--- src/rtl/if_fetch_unit_if.sv ---
// Instruction-memory request/response bus between the fetch unit and imem.
interface if_fetch_unit_if;
  logic        imem_req;
  logic [31:0] imem_addr;
  logic        imem_ready;
  logic [31:0] imem_rdata;

  modport master (output imem_req, imem_addr, input imem_ready, imem_rdata);
  modport slave  (input imem_req, imem_addr, output imem_ready, imem_rdata);
endinterface

--- src/rtl/if_fetch_unit.sv ---
// MIPS IF stage: owns the PC, runs a single-outstanding imem handshake,
// buffers one instruction across ID stalls and drops in-flight fetches on redirect.
module if_fetch_unit #(
  parameter logic [31:0] RESET_PC = 32'h0000_0000
) (
  input  logic                   clk,
  input  logic                   rst,
  input  logic                   stall,
  input  logic                   redirect,
  input  logic [31:0]            redirect_target,
  if_fetch_unit_if.master        imem,
  output logic [31:0]            inst_pl,
  output logic [31:0]            pc_pl,
  output logic                   IF_ID_en,
  output logic                   IF_ID_flush
);

  typedef enum logic [1:0] {FETCH, HOLD, DROP} state_t;

  state_t      state;
  logic [31:0] pc;
  logic [31:0] hold_inst;
  logic [31:0] req_addr;

  // DROP keeps presenting the abandoned address so the handshake stays stable
  // while pc already points at the redirect target.
  assign imem.imem_req  = !rst && (state != HOLD);
  assign imem.imem_addr = (state == DROP) ? req_addr : pc;

  assign inst_pl     = (state == HOLD) ? hold_inst : imem.imem_rdata;
  assign pc_pl       = pc + 32'd4;
  assign IF_ID_flush = !rst && redirect;

  always_comb begin
    IF_ID_en = 1'b0;
    if (!rst) begin
      unique case (state)
        FETCH:   IF_ID_en = redirect || (imem.imem_ready && !stall);
        HOLD:    IF_ID_en = redirect || !stall;
        DROP:    IF_ID_en = redirect;
        default: IF_ID_en = 1'b0;
      endcase
    end
  end

  always_ff @(posedge clk) begin
    if (rst) begin
      state     <= FETCH;
      pc        <= RESET_PC;
      hold_inst <= 32'h0;
      req_addr  <= RESET_PC;
    end else begin
      unique case (state)
        FETCH: begin
          req_addr <= pc;
          if (redirect) begin
            pc    <= redirect_target;
            state <= imem.imem_ready ? FETCH : DROP;
          end else if (imem.imem_ready) begin
            if (stall) begin
              hold_inst <= imem.imem_rdata;
              state     <= HOLD;
            end else begin
              pc <= pc + 32'd4;
            end
          end
        end
        HOLD: begin
          if (redirect) begin
            pc    <= redirect_target;
            state <= FETCH;
          end else if (!stall) begin
            pc    <= pc + 32'd4;
            state <= FETCH;
          end
        end
        DROP: begin
          if (redirect) pc <= redirect_target;
          if (imem.imem_ready) state <= FETCH;
        end
        default: state <= FETCH;
      endcase
    end
  end

endmodule

--- src/flat_wrapper.sv ---
// flat-port wrapper written by rule: the top's interface ports become plain ports
module if_fetch_unit_flat 
#(
  parameter logic [31:0] RESET_PC = 32'h0000_0000
)
  (clk, rst, stall, redirect, redirect_target, inst_pl, pc_pl, IF_ID_en, IF_ID_flush, imem_imem_req, imem_imem_addr, imem_imem_ready, imem_imem_rdata);
  if_fetch_unit_if imem_i ();
  input  logic clk;
  input  logic rst;
  input  logic stall;
  input  logic redirect;
  input  logic [31:0] redirect_target;
  output logic [31:0] inst_pl;
  output logic [31:0] pc_pl;
  output logic IF_ID_en;
  output logic IF_ID_flush;
  output wire logic [$bits(imem_i.imem_req)-1:0] imem_imem_req;
  output wire logic [$bits(imem_i.imem_addr)-1:0] imem_imem_addr;
  input wire logic [$bits(imem_i.imem_ready)-1:0] imem_imem_ready;
  input wire logic [$bits(imem_i.imem_rdata)-1:0] imem_imem_rdata;
  assign imem_imem_req = imem_i.imem_req;
  assign imem_imem_addr = imem_i.imem_addr;
  assign imem_i.imem_ready = imem_imem_ready;
  assign imem_i.imem_rdata = imem_imem_rdata;
  if_fetch_unit #(.RESET_PC(RESET_PC)) u_core (.clk(clk), .rst(rst), .stall(stall), .redirect(redirect), .redirect_target(redirect_target), .imem(imem_i), .inst_pl(inst_pl), .pc_pl(pc_pl), .IF_ID_en(IF_ID_en), .IF_ID_flush(IF_ID_flush));
endmodule
--- config.mk ---
export PLATFORM = sky130hd
export DESIGN_NAME = if_fetch_unit_flat
export DESIGN_NICKNAME = d
export VERILOG_FILES = /design/src/rtl/if_fetch_unit_if.sv /design/src/rtl/if_fetch_unit.sv /design/src/flat_wrapper.sv
export SDC_FILE = /design/constraint.sdc
export NUM_CORES = 1
export LEC_CHECK = 0
export ABC_CLOCK_PERIOD_IN_PS = 2900
export BUFFER_PORTS_ARGS = -buffer_cell sky130_fd_sc_hd__clkbuf_2
export CAP_MARGIN = 0
export CORE_UTILIZATION = 52
export DETAILED_ROUTE_END_ITERATION = 12
export PLACE_DENSITY_LB_ADDON = 0.08
export SLEW_MARGIN = 30
export SYNTH_ARGS = -nofsm -noshare
export SYNTH_HDL_FRONTEND = slang
export SYNTH_SLANG_ARGS = --single-unit
--- constraint.sdc ---
create_clock -name clk -period 2.9 [get_ports clk]
set_input_delay 0.29 -clock clk [delete_from_list [all_inputs] [get_ports clk]]
set_output_delay 0.29 -clock clk [all_outputs]
set_load 0.03 [all_outputs]
* Word-level counts from Yosys, hierarchy flattened *
Cells that the tools add are included.

storage, ports and cells
  bits in registers = 98
  input bits = 69

operators by class
  add/sub/neg operators = 1
  equality and inequality tests = 8
  multiplexer cells = 18
  bitwise gates (word level) = 1
  reductions and logical operators = 12

operators with widths
  cell                     number
  $mux W32                 7
  $pmux W32 S3             1
  $add A32 B3 Y32 const B  1
  $mux W2                  7
  $ne A3 B3 Y1 const B     3
  $reduce_and A4 Y1        2
  $pmux W2 S3              1
  $ne A2 B2 Y1 const B     2
  $logic_and A1 B1 Y1      3
  $pmux W1 S3              1
  $reduce_and A3 Y1        1
  $reduce_bool A3 Y1       1
  $eq A2 B1 Y1 const B     1
  $eq A2 B2 Y1 const B     1
  $logic_not A1 Y1         2
  $logic_not A2 Y1         1
  $logic_or A1 B1 Y1       2
  $ne A2 B1 Y1 const B     1
  $mux W1                  1
  $not A1 Y1               1

* Depth between registers and ports, before layout *
Gate-level depths: netlist of run 1.

  depth after elaboration = 5
  depth in mapped cells = 8
  mapped depth without buffers = 6

* Least setup slack after synthesis of run 1 *
Ideal clock, no wire load.

  path kind = register -> output
  from = reg u_core.pc[2]
  to = out pc_pl[26]
  data arrival time = 2474 ps
  required time = 2610 ps
  slack = 136 ps
  stages on the path, launching flop included = 8
  buffers on the path = 1
  cells stage by stage = dfxtp_1 > ha_1 > nand3_4 > or4_4 > buf_6 > nor4_4 > nand2b_1 > xnor2_1

on the way
  longest elaborated chain between the ends = 1

ends and longest elaborated chain
  item                      line                 source
  start: declaration        if_fetch_unit.sv:21  logic [31:0] pc;
  start signal: assignment  if_fetch_unit.sv:57  pc <= redirect_target;
  start signal: assignment  if_fetch_unit.sv:64  pc <= pc + 32'd4;
  start signal: assignment  if_fetch_unit.sv:70  pc <= redirect_target;
  $add A32 B3 Y32           if_fetch_unit.sv:31  assign pc_pl = pc + 32'd4;
  end: declaration          flat_wrapper.sv:14   output logic [31:0] pc_pl;

Every way passes these cells.

* Worst setup path after layout of run 1 *
  from = reg u_core.pc[3]
  to = out pc_pl[20]

Same word-level chain as after synthesis.

==> impl_metrics.ini, run 1 <==
[grt]
first_global_vias = 5048
grt_max_degree = 94
antenna_found_initial = 0
grt-ovfl-total = 0
grt_pass1_wl_um = 24900
grtUsageTotal_pct = 27.9

[min_path]
hp-class = in2reg
min_to = u_core.pc[0]$_SDFFE_PP0P_
hold_depth = 3
holdCritStartpoint = redirect_target[0]

[layout]
nets = 910
diodes = 0
final_area_mm2 = 0.00670
syn_to_final_growth_pct = 21.9
layout-drive-gt1-share_pct = 35.3
final_util_pct = 65.2

[yosys]
synthArstFlopShare_pct = 0
ys_types = 57
synth_nets = 779
synth_seq_cells = 98
synth_warnings = 0
synth_common_cells = nand2_1, dfxtp_1, a21oi_1, mux2_2, clkbuf_1
synth_most_common_cell = nand2_1
synth_edf_count = 0
ys_seq_area_share_pct = 35.7
netlist_instances = 709
synthTopCellsByArea = dfxtp_1, mux2_2, nand2_1
netlist.top_cell.by_area = dfxtp_1
avgSynthCellArea_um2 = 7.75
synthFlopType = dfxtp_1
yosysTopAreaCellShare_pct = 35.7
synth_area_mm2 = 0.00550

[placed_design]
gp_congestion = 0.852
dp_hpwl_um = 10700
port_buffers = 167
placed_cell_area_mm2 = 0.00639

[timing]
worst_pin_slew_ns = 0.911
setup_viol = 0
post-route-min-period_ns = 2.78
final-hold-violation-count = 0
relSlewSlack_pct = 38.8
tns_ns = 0
finClkSkew_ns = 0.00854
fin_crit_sh_pct = 96.0
whs_ns = 0.121
clock.fmax_mhz = 359
finalMaxSlewViolations = 0

[worst_setup_path]
path_max_fanout = 6
r2r_end = u_core.pc[20]$_SDFFE_PP0P_
worstSetupPathType = reg2out
r2r_setup_slack_ns = 0.61
cp-start-kind = flip-flop
required_ns = 2.61
crit_path_end_kind = primary output
r2r_cells = 7
critPathArrivalTime_ns = 2.49
r2r-start = u_core.pc[3]$_SDFFE_PP0P_

[routing]
wl_per_cell_um = 16.1
viasPerCell = 5.71
drt_iter0_markers = 311
first_pass_iters = 6
ant_nets = 0
num_vias = 5606
drcViolationCount = 0
drt-total-wl_um = 15800

[clock_network]
clk-insertion-delay-late_ns = 0.37
numCtsBuffers = 9
cts_tree = yes
root_buffer = clkbuf_8
postCtsHoldBufs = 0
cts_buffer_depth = 2
htreeDepth = 3
cts_sinks = 98
clk_pin_slew_ns = 0.10

[pwr]
p_total_mw = 3.17
p_comb_share_pct = 23.3
clkPwrFrac_pct = 29.4
switching_share_pct = 33.9
seqPwrFrac_pct = 47.3
p_switching_mw = 1.08
ir_drop_v = 0.000303
intPower_mw = 2.10
power_leakage_nw = 2.76
cellPowerDensity_mw_per_mm2 = 473

[die]
core_mm2 = 0.0103
dieArea_mm2 = 0.0110
io_pins = 168
start_util_pct = 53.5
die_x_um = 105
rows = 37
die_h_um = 105

[run_status]
status = complete, no violations

[job]
drv_cap = 0
[metrics by stage]
step                      instances  setup slack, ns
after floorplan                 709            0.136
after global placement          960            0.198
after detailed placement        960            0.117
after CTS                       978          -0.0485
after global routing            981          -0.0230
final                           981            0.116
[how the worst max path moves through the flow]
| stage | from | depth (start not counted) | slack [ns] | to |
|---|---|---|---|---|
| global route | u_core.pc[15]$_SDFFE_PP0P_ | 6 | -0.02 | pc_pl[25] |
| finish | u_core.pc[3]$_SDFFE_PP0P_ | 7 | 0.12 | pc_pl[20] |
| global placement | u_core.pc[3]$_SDFFE_PP0P_ | 7 | 0.20 | pc_pl[30] |
| detailed placement | u_core.pc[3]$_SDFFE_PP0P_ | 7 | 0.12 | pc_pl[30] |
| CTS | u_core.pc[4]$_SDFFE_PP0P_ | 5 | -0.05 | pc_pl[27] |
| floorplan | u_core.pc[2]$_SDFFE_PP0P_ | 7 | 0.14 | pc_pl[26] |
[cell usage in the layout, fill, tap and decap left out, types with 10 or more instances in the layout]
cell type	n
clkbuf_2	165
buf_4	22
mux2_2	59
xnor2_1	19
clkbuf_8	10
a21oi_1	74
nor2_1	26
nand3_1	22
o21ai_0	23
nor3_1	11
nand2_1	174
dfxtp_1	86
[cell families (layout without fill, tap and decap cells)]
kind of cell / Yosys count / count (layout) / share of synthesized area (%)
AND/OR/NAND/NOR: 280 / 280 / 23.1
AO/OA/AOI/OAI: 163 / 163 / 18.5
flip-flops: 98 / 98 / 35.7
buffers and inverters: 80 / 216 / 5.99
multiplexers: 59 / 59 / 12.1
XOR/XNOR: 28 / 28 / 4.46
adder cells (fa/ha/maj): 1 / 1 / 0.228
[critical path, cell delays in order, from the launching register on]
cell and delay [ns]:
dfxtp_4 0.40, ha_4 0.17, nand3_4 0.11, or4_4 0.49
buf_4 0.17, or3_4 0.37, xnor2_1 0.18, clkbuf_2 0.24
[metal layers]
layer	part of all wire, %	vias to the layer above	global-route usage (%)	wire [um]
met5	0	-	0	0
met4	1.6	0	9.46	260
met3	7.4	22	6.11	1170
met2	48	230	45.4	7630
met1	43	2638	36.5	6770
li1	-	2716	-	-
[cell type report]
cell class / instances / area [um^2]
clock buffers: 10 / 138
fillers: 929 / 3570
inverters: 9 / 33.8
clock inverters: 6 / 66.3
well taps: 136 / 170
multi-input cells: 531 / 3270
repair buffers: 191 / 1030
flip-flops and latches: 98 / 1990
[state kept, by name (all words and copies together), names as in the netlist]
signal	cells
u_core.req_addr	32
u_core.pc	32
u_core.hold_inst	32
u_core.state	2
[power groups by stage]
stage               Clock, mW  Sequential (mW)  Combinational, mW
floorplan                   0             1.47              0.555
global placement            0             1.52              0.724
detailed placement          0             1.53              0.732
CTS                     0.944             1.50              0.737
global route             1.01             1.51              0.791
finish                  0.932             1.50              0.738
[what timing repair did]
item | CTS | global route
buffers inserted | 2 | 3
endpoints found under the hold margin | 0 | 0
gates cloned | 0 | 0
resized for setup | 3 | 21
pin swaps | 2 | 4
setup endpoints to repair | 6 | 8
Note: power is estimated with default switching activity, not from simulation.
==> inputs of run 2 (changes only) <==
--- a/config.mk
+++ b/config.mk
@@ -8,6 +8,7 @@
 export ABC_CLOCK_PERIOD_IN_PS = 2900
 export BUFFER_PORTS_ARGS = -buffer_cell sky130_fd_sc_hd__clkbuf_2
 export CAP_MARGIN = 0
+export CORE_ASPECT_RATIO = 0.6
 export CORE_UTILIZATION = 52
 export DETAILED_ROUTE_END_ITERATION = 12
 export PLACE_DENSITY_LB_ADDON = 0.08
==> run 2 against run 1 <==
Wire length increased by 2.6%; first-iteration DRC count increased by 60%; worst setup slack improved by 0.019 ns; register-to-register slack got worse by 0.04 ns; hold slack improved by 0.050 ns; die area increased by 0.12%; largest power group unchanged.
==> impl_metrics.ini, run 2 (same netlist as run 1, synthesis figures left out) <==
[timing]
fin_crit_sh_pct = 95.4
final-hold-violation-count = 0
finClkSkew_ns = 0.00696
finalMaxSlewViolations = 0
setup_viol = 0
clock.fmax_mhz = 362
relSlewSlack_pct = 36.9
tns_ns = 0
post-route-min-period_ns = 2.77
worst_pin_slew_ns = 0.943

[pwr]
cellPowerDensity_mw_per_mm2 = 513
power_leakage_nw = 2.80
p_switching_mw = 1.09
seqPwrFrac_pct = 43.1
p_comb_share_pct = 21.6
intPower_mw = 2.39
clkPwrFrac_pct = 35.2
ir_drop_v = 0.000343
switching_share_pct = 31.3

[worst_setup_path]
r2r-start = u_core.pc[11]$_SDFFE_PP0P_
cp-start-kind = flip-flop
r2r_setup_slack_ns = 0.57
r2r_end = u_core.pc[20]$_SDFFE_PP0P_
required_ns = 2.61
max_stage_delay_ns = 0.58
worstSetupPathType = reg2out
r2r_cells = 6
path_buf_inv = 2
cp_top_family = simple AND/OR/NAND/NOR gates
crit_path_end_kind = primary output
path_max_fanout = 8
cp_slowest_cell = or4_4
crit_chain = nand4_4 -> or4_4 -> buf_4 -> or3_4 -> xnor2_1 -> clkbuf_2
critPathArrivalTime_ns = 2.48

[placed_design]
gp_congestion = 0.855
dp_hpwl_um = 11400
port_buffers = 167
placed_cell_area_mm2 = 0.00640

[grt]
grt_max_degree = 95
first_global_vias = 4911
grtUsageTotal_pct = 29.2
antenna_found_initial = 0
grt-ovfl-total = 0
grt_pass1_wl_um = 25200

[clock_network]
cts_buffer_depth = 2
cts_sinks = 98
cts_tree = yes
clk-insertion-delay-late_ns = 0.35
numCtsBuffers = 9
root_buffer = clkbuf_16
clk_pin_slew_ns = 0.07
postCtsHoldBufs = 0
htreeDepth = 3

[routing]
drcViolationCount = 0
drt_iter0_markers = 498
num_vias = 5644
ant_nets = 0
wl_per_cell_um = 16.7
drt-total-wl_um = 16200
viasPerCell = 5.79
first_pass_iters = 7

[layout]
nFillCells = 859
layout-drive-gt1-share_pct = 34.3
final_cell_mix = nand2_1, clkbuf_2, dfxtp_1
nets = 906
syn_to_final_growth_pct = 23.0
diodes = 0
final_area_mm2 = 0.00676
final_common_cell = nand2_1
top_regs = u_core.hold_inst: 32 flops, u_core.pc: 32 flops, u_core.req_addr: 32 flops

[job]
drv_cap = 0

[die]
die_x_um = 135
start_util_pct = 54.7
core_mm2 = 0.0101
dieArea_mm2 = 0.0110
die_h_um = 81.6
rows = 28
io_pins = 168

[min_path]
hold_depth = 2
hp-class = in2reg
min_to = u_core.state[1]$_SDFFE_PP0P_
holdCritStartpoint = imem_imem_ready

[run_status]
status = complete, no violations
-- run 2: worst max path at each step --
stage / from / end / slack, ns / cells after the start
3_5_place_dp: u_core.pc[3]$_SDFFE_PP0P_ / pc_pl[30] / 0.21 / 8
2_1_floorplan: u_core.pc[2]$_SDFFE_PP0P_ / pc_pl[26] / 0.14 / 7
5_1_grt: u_core.pc[6]$_SDFFE_PP0P_ / pc_pl[30] / -0.00007 / 7
3_3_place_gp: u_core.pc[3]$_SDFFE_PP0P_ / pc_pl[30] / 0.27 / 8
6_report: u_core.pc[11]$_SDFFE_PP0P_ / pc_pl[20] / 0.13 / 6
4_1_cts: u_core.pc[8]$_SDFFE_PP0P_ / pc_pl[30] / 0.0008 / 7
-- run 2: cell type report --
class | instances | area, um^2 | area share, %
multi-input cells | 531 | 3270 | 48.4
flip-flops and latches | 98 | 1970 | 29.1
repair buffers | 187 | 1010 | 15.0
clock buffers | 11 | 253 | 3.74
well taps | 135 | 169 | 2.50
clock inverters | 4 | 51.3 | 0.759
inverters | 9 | 33.8 | 0.500
-- run 2: timing repair --
action	4_1_cts	5_1_grt
setup buffers	0	1
setup endpoints to repair	5	6
resized for setup	5	9
pin swaps	0	1
-- run 2: through the flow --
stage | instances | hold WS, ns | total power [mW] | utilization, % | setup slack [ns]
3_5_place_dp | 959 | 0.443 | 2.26 | 63.7 | 0.211
3_3_place_gp | 959 | 0.438 | 2.25 | 63.7 | 0.272
2_1_floorplan | 709 | 0.369 | 2.03 | - | 0.136
6_report | 975 | 0.171 | 3.47 | 67.3 | 0.135
5_1_grt | 975 | 0.166 | 3.61 | 67.3 | -0.0000697
4_1_cts | 974 | 0.162 | 3.48 | 67.0 | 0.000838
-- run 2: power by group through the flow --
stage          clock network [mW]  logic, mW  registers, mW
5_1_grt                      1.30      0.806           1.51
3_5_place_dp                    0      0.742           1.52
2_1_floorplan                   0      0.555           1.47
4_1_cts                      1.24      0.748           1.49
3_3_place_gp                    0      0.732           1.51
6_report                     1.22      0.752           1.50
-- run 2: metal layers --
| metal | share of wire (%) | vias to the layer above | GRT usage (%) | wire [um] |
|---|---|---|---|---|
| met1 | 45 | 2620 | 41.3 | 7370 |
| met3 | 11 | 23 | 8.21 | 1720 |
| met5 | 0 | - | 0 | 0 |
| met2 | 43 | 282 | 43.1 | 6980 |
| met4 | 1.1 | 0 | 8.20 | 176 |
| li1 | - | 2719 | - | - |
